<file path="src/rtl/bcd_display_ctrl.sv">
// rtl/bcd_display_ctrl.sv - sequential binary-to-BCD converter with seven-segment driver
module bcd_display_ctrl #(
    parameter int IN_WIDTH       = 11,
    parameter int NUM_DIGITS     = 4,
    parameter int SIGNED         = 0,
    parameter int BLANK_LEADING  = 1,
    parameter int SEG_ACTIVE_LOW = 1
) (
    input  logic                    clk,
    input  logic                    rst_n,
    input  logic                    in_valid,
    output logic                    in_ready,
    input  logic [IN_WIDTH-1:0]     value,
    output logic                    out_valid,
    output logic [4*NUM_DIGITS-1:0] bcd,
    output logic                    negative,
    output logic                    overflow,
    output logic [7*NUM_DIGITS-1:0] segments
);

    localparam int INT_DIGITS = (IN_WIDTH + 2) / 3;
    localparam int EXT_DIGITS = (NUM_DIGITS > INT_DIGITS) ? NUM_DIGITS : INT_DIGITS;
    localparam int CNT_W      = $clog2(IN_WIDTH);
    localparam logic [CNT_W-1:0] LAST_ITER = CNT_W'(IN_WIDTH - 1);

    localparam logic [6:0] SEG_BLANK = 7'h00;
    localparam logic [6:0] SEG_MINUS = 7'h40;
    localparam logic [6:0] SEG_ZERO  = 7'h3F;

    typedef enum logic [1:0] {IDLE, ADD3, SHIFT, DONE} state_t;

    state_t                    state, state_next;
    logic [IN_WIDTH-1:0]       mag_reg;
    logic [4*INT_DIGITS-1:0]   bcd_reg;
    logic [4*INT_DIGITS-1:0]   bcd_add3;
    logic [CNT_W-1:0]          cnt;
    logic                      sign_reg;
    logic                      value_neg;
    logic [IN_WIDTH-1:0]       magnitude_in;

    logic [3:0]                ext [EXT_DIGITS];
    logic                      ovf_next;
    logic [4*NUM_DIGITS-1:0]   bcd_next;
    logic [7*NUM_DIGITS-1:0]   seg_next;
    int                        msd;
    int                        sign_pos;

    // Active-high {g,f,e,d,c,b,a} pattern for a decimal digit; non-decimal codes are blank.
    function automatic logic [6:0] seg_digit(input logic [3:0] d);
        case (d)
            4'd0:    return 7'h3F;
            4'd1:    return 7'h06;
            4'd2:    return 7'h5B;
            4'd3:    return 7'h4F;
            4'd4:    return 7'h66;
            4'd5:    return 7'h6D;
            4'd6:    return 7'h7D;
            4'd7:    return 7'h07;
            4'd8:    return 7'h7F;
            4'd9:    return 7'h6F;
            default: return SEG_BLANK;
        endcase
    endfunction

    function automatic logic [6:0] polarity(input logic [6:0] s);
        return (SEG_ACTIVE_LOW != 0) ? ~s : s;
    endfunction

    // Display pattern after reset: "0" in digit 0, the rest blank or "0".
    function automatic logic [7*NUM_DIGITS-1:0] reset_segments();
        logic [7*NUM_DIGITS-1:0] r;
        for (int i = 0; i < NUM_DIGITS; i++) begin
            r[7*i +: 7] = polarity((i == 0 || BLANK_LEADING == 0) ? SEG_ZERO : SEG_BLANK);
        end
        return r;
    endfunction

    assign in_ready = (state == IDLE);

    // Magnitude captured at accept; negation wraps in IN_WIDTH bits so the most negative value maps to 2^(IN_WIDTH-1).
    always_comb begin
        value_neg    = (SIGNED != 0) && value[IN_WIDTH-1];
        magnitude_in = value_neg ? (~value + 1'b1) : value;
    end

    // Add 3 to every BCD digit above 4, digits independent.
    always_comb begin
        bcd_add3 = bcd_reg;
        for (int i = 0; i < INT_DIGITS; i++) begin
            if (bcd_reg[4*i +: 4] > 4'd4) begin
                bcd_add3[4*i +: 4] = bcd_reg[4*i +: 4] + 4'd3;
            end
        end
    end

    // Next-state logic.
    always_comb begin
        state_next = state;
        case (state)
            IDLE:    if (in_valid) state_next = ADD3;
            ADD3:    state_next = SHIFT;
            SHIFT:   state_next = (cnt == LAST_ITER) ? DONE : ADD3;
            DONE:    state_next = IDLE;
            default: state_next = IDLE;
        endcase
    end

    // State register.
    always_ff @(posedge clk or negedge rst_n) begin
        if (!rst_n) begin
            state <= IDLE;
        end else begin
            state <= state_next;
        end
    end

    // Conversion datapath: capture, add-3 and shift steps.
    always_ff @(posedge clk or negedge rst_n) begin
        if (!rst_n) begin
            mag_reg  <= '0;
            bcd_reg  <= '0;
            cnt      <= '0;
            sign_reg <= 1'b0;
        end else begin
            case (state)
                IDLE: begin
                    if (in_valid) begin
                        mag_reg  <= magnitude_in;
                        sign_reg <= value_neg;
                        bcd_reg  <= '0;
                        cnt      <= '0;
                    end
                end
                ADD3: bcd_reg <= bcd_add3;
                SHIFT: begin
                    {bcd_reg, mag_reg} <= {bcd_reg, mag_reg} << 1;
                    cnt                <= cnt + 1'b1;
                end
                default: ;
            endcase
        end
    end

    // Overflow detection and digit-to-segment mapping of the finished BCD value.
    always_comb begin
        ovf_next = 1'b0;
        msd      = 0;
        bcd_next = '0;
        seg_next = '0;
        for (int i = 0; i < EXT_DIGITS; i++) begin
            ext[i] = (i < INT_DIGITS) ? bcd_reg[4*i +: 4] : 4'd0;
        end
        for (int i = 0; i < EXT_DIGITS; i++) begin
            if (i >= NUM_DIGITS && ext[i] != 4'd0) ovf_next = 1'b1;
            if (sign_reg && i >= NUM_DIGITS - 1 && ext[i] != 4'd0) ovf_next = 1'b1;
        end
        for (int i = 0; i < NUM_DIGITS; i++) begin
            if (ext[i] != 4'd0) msd = i;
        end
        sign_pos = (BLANK_LEADING != 0) ? msd + 1 : NUM_DIGITS - 1;
        for (int i = 0; i < NUM_DIGITS; i++) begin
            if (ovf_next) begin
                bcd_next[4*i +: 4] = 4'd9;
                seg_next[7*i +: 7] = polarity(SEG_MINUS);
            end else begin
                bcd_next[4*i +: 4] = ext[i];
                if (sign_reg && i == sign_pos) begin
                    seg_next[7*i +: 7] = polarity(SEG_MINUS);
                end else if (BLANK_LEADING != 0 && i > msd) begin
                    seg_next[7*i +: 7] = polarity(SEG_BLANK);
                end else begin
                    seg_next[7*i +: 7] = polarity(seg_digit(ext[i]));
                end
            end
        end
    end

    // Result latches, updated only on the edge leaving DONE.
    always_ff @(posedge clk or negedge rst_n) begin
        if (!rst_n) begin
            out_valid <= 1'b0;
            bcd       <= '0;
            negative  <= 1'b0;
            overflow  <= 1'b0;
            segments  <= reset_segments();
        end else begin
            out_valid <= (state == DONE);
            if (state == DONE) begin
                bcd      <= bcd_next;
                negative <= sign_reg;
                overflow <= ovf_next;
                segments <= seg_next;
            end
        end
    end

endmodule

</file>
<file path="config.mk">
export PLATFORM = sky130hd
export DESIGN_NAME = bcd_display_ctrl
export DESIGN_NICKNAME = d
export VERILOG_FILES = /design/src/rtl/bcd_display_ctrl.sv
export SDC_FILE = /design/constraint.sdc
export NUM_CORES = 1
export LEC_CHECK = 0
export ABC_CLOCK_PERIOD_IN_PS = 2300
export CORE_UTILIZATION = 40
export CTS_BUF_LIST = sky130_fd_sc_hd__clkbuf_2
export DETAILED_ROUTE_END_ITERATION = 7
export PLACE_DENSITY = 0.65
export RECOVER_POWER = 25
export SYNTH_ARGS = -nofsm -noshare
export SYNTH_HDL_FRONTEND = slang
export SYNTH_SLANG_ARGS = --single-unit
</file>
<file path="constraint.sdc">
create_clock -name clk -period 2.3 [get_ports clk]
set_clock_uncertainty 0.2 [all_clocks]
set_input_delay 0.345 -clock clk [delete_from_list [all_inputs] [get_ports clk]]
set_output_delay 0.345 -clock clk [all_outputs]
set_load 0.1 [all_outputs]
</file>
==> results.py <==
metrics = {
    "floorplan": {
        "die_h_um": 105.3,
        "ios": 62,
        "core_um2": 10320,
        "start_util_pct": 41.36,
        "rows": 37,
        "die_w_um": 105.3,
        "dieArea_um2": 11090,
    },
    "yosys": {
        "yosysMostFrequentCell": "dfrtp_1",
        "yosysTopAreaCell": "dfrtp_1",
        "avgSynthCellArea_um2": 10.00,
        "yosysWarnings": 0,
        "ys_seq_area_share_pct": 46.35,
        "syn_inst": 427,
        "ys_top_cells_by_count": "dfrtp_1 (56), o21ai_0 (48), nand2_1 (45)",
        "ys_seq_elements": 78,
        "synth_cell_types": 52,
        "synth_edf_count": 0,
        "async_flop_share_pct": 100.0,
        "netlist_area_um2": 4270,
        "yosys-top-cells-area": "dfrtp_1 (33%), dfstp_2 (14%), ha_1 (7.9%), mux2i_1 (5.6%), o21ai_0 (5.6%)",
        "synth_flop_cell": "dfrtp_1",
        "synth_top_cell_area_share_pct": 32.82,
    },
    "place": {
        "place_congestion": 0.8509,
        "port_buffers": 59,
        "dp_hpwl_um": 6257,
    },
    "timing": {
        "report.final.setup_viol": 0,
        "fmaxAchievable_ghz": 0.4561,
        "worst_slew_pin_slew_ns": 0.8559,
        "hold_viol": 0,
        "slew_headroom_pct": 42.94,
        "finalCritPeriodShare_pct": 95.34,
        "drv_slew": 0,
        "period_minus_slack_ns": 2.193,
        "rsz0062_at_grt": "false",
        "tns_ns": 0,
    },
    "clocking": {
        "cts_tree": "yes",
        "path_clk_slew_ns": 0.23,
        "clockRootBuffer": "clkbuf_2",
        "cts_buffers": 9,
        "clock_tree.buffer_depth": 2,
        "insertion_delay_ns": 0.55,
        "post_cts_buffers": 0,
        "cts_max_level": 3,
        "clkSinkCount": 78,
    },
    "layout": {
        "antenna_cells": 0,
        "syn2layout_area_growth_pct": 19.95,
        "drive_gt1_share_pct": 26.77,
        "final_nets": 529,
        "largest_reg_flops": 32,
        "fillers": 943,
    },
    "worst_setup_path": {
        "endpoint_kind": "flop",
        "path_buf_inv": 1,
        "startpoint_type": "flop",
        "crit_slowest_cell": "or4b_4",
        "worstPathMaxFanout": 7,
        "crit_chain": "inv_1 -> ha_1 -> or4b_4 -> nor3_2 -> nor2_1 -> a221oi_2",
        "worst-endpoint-arrival_ns": 2.46,
        "criticalPathCategory": "reg2reg",
        "cp.required_ns": 2.57,
        "critPathTopFamily": "simple AND/OR/NAND/NOR gates",
        "r2r_setup_slack_ns": 0.11,
        "max_stage_delay_ns": 0.53,
    },
    "drt": {
        "wirelength_um": 8939,
        "ant_nets": 0,
        "vias_per_cell": 5.079,
        "vias": 3195,
        "drtIter0Drc": 87,
        "wl_per_cell_um": 14.21,
        "drc": 0,
        "drt_pre_antenna_iters": 4,
    },
    "min_path": {
        "hold_path.class": "in2reg",
    },
    "run": {
        "maxCapViolations": 0,
    },
    "global_routing": {
        "overflow": 0,
        "grt_pass1_wl_um": 15590,
        "grt_max_degree": 45,
        "grt_pass1_vias": 3220,
        "grt_usage_pct": 17.60,
        "antenna_found_initial": 0,
    },
    "outcome": {
        "status": "finished clean",
    },
}
-- cells in the final DEF (no fill, tap or decap), types with 2 or more instances in the layout --
| cell type | count |
|---|---|
| a211oi_1 | 3 |
| a21boi_0 | 3 |
| a21oi_1 | 19 |
| a22o_1 | 3 |
| a22oi_1 | 2 |
| a31oi_1 | 4 |
| and2_1 | 3 |
| buf_4 | 59 |
| buf_6 | 2 |
| bufinv_16 | 3 |
| clkbuf_2 | 11 |
| clkdlybuf4s50_1 | 12 |
| clkinvlp_4 | 2 |
| conb_1 | 2 |
| dfrtp_1 | 55 |
| dfstp_2 | 22 |
| ha_1 | 25 |
| inv_1 | 27 |
| mux2_2 | 18 |
| mux2i_1 | 24 |
| nand2_1 | 45 |
| nand2b_1 | 11 |
| nand3_1 | 4 |
| nor2_1 | 20 |
| nor2b_1 | 3 |
| nor3_1 | 5 |
| nor3b_1 | 2 |
| o211ai_1 | 7 |
| o21a_1 | 3 |
| o21ai_0 | 47 |
| o21bai_1 | 2 |
| o22a_1 | 8 |
| o2bb2ai_1 | 5 |
| o31ai_1 | 3 |
| xor2_1 | 2 |
-- per-layer routing --
metal	global-route usage, %	wire, um
met4	6.942	171
met2	27.82	4100
met3	3.896	387
met1	23.44	4280
met5	0	0
-- through the flow --
step | cells | worst slack, ns | util, % | cell area [um^2] | hold WS (ns)
after global placement | 612 | 0.2139 | 47.93 | 4949 | 0.1271
final | 629 | 0.1073 | 49.62 | 5122 | 0.1900
after floorplan | 428 | 0.04441 | - | 4277 | -0.1506
after detailed placement | 612 | 0.1507 | 47.93 | 4949 | 0.1315
after global routing | 629 | 0.0004476 | 49.62 | 5122 | 0.1449
after CTS | 629 | 0.05927 | 49.58 | 5119 | 0.04001
-- cell families (layout without fill, tap and decap cells) --
| group | count (synthesis) | in the layout | synth area share, % |
|---|---|---|---|
| XOR/XNOR | 3 | 3 | 0.6154 |
| buffers and inverters | 55 | 120 | 5.332 |
| AO/OA/AOI/OAI | 119 | 119 | 17.84 |
| multiplexers | 42 | 42 | 10.37 |
| AND/OR/NAND/NOR | 102 | 102 | 11.49 |
| flip-flops | 78 | 78 | 46.35 |
| other | 1 | 2 | 0.08781 |
| adder cells (fa/ha/maj) | 27 | 27 | 7.911 |
-- repair_timing --
action / in CTS / in global routing
endpoints found under the setup margin: 0 / 10
gates resized for setup: 0 / 4
hold endpoints to repair: 57 / 0
hold buffers: 1 / 0
-- worst register-to-register path: cells and delay by family (launching register included) --
family	cells	cell delay, ns
adders and majority gates	1	0.24
buffers and inverters	1	0.17
AOI/OAI and AO/OA	1	0.24
DFF	1	0.49
and+or+nand+nor	3	0.79
-- final cells by class --
| class | instances | area [um^2] | area share, % |
|---|---|---|---|
| inverters | 27 | 101.3 | 1.979 |
| well taps | 136 | 170.2 | 3.322 |
| flip-flops and latches | 78 | 1981 | 38.67 |
| clock inverters | 6 | 110.1 | 2.149 |
| clock buffers | 10 | 50.05 | 0.9770 |
| multi-input cells | 295 | 2082 | 40.64 |
| repair buffers | 77 | 628.1 | 12.26 |
-- worst paths after layout --
| kind | from | end | cells past startpoint |
|---|---|---|---|
| max in group asynchronous | rst_n | bcd_reg[13] | 3 |
| worst max-delay path | bcd_reg[8] | segments[13] | 6 |
| worst max register to register | bcd_reg[8] | segments[13] | 6 |
| worst min register to register | segments[11] | segments[11] | 2 |
| worst min-delay path | value[1] | mag_reg[1] | 3 |
| min in group asynchronous | rst_n | segments[5] | 2 |
Power is left out: the tool's default activity adds up to more than one toggle a clock period on the data nets, which glitch-free logic cannot reach.
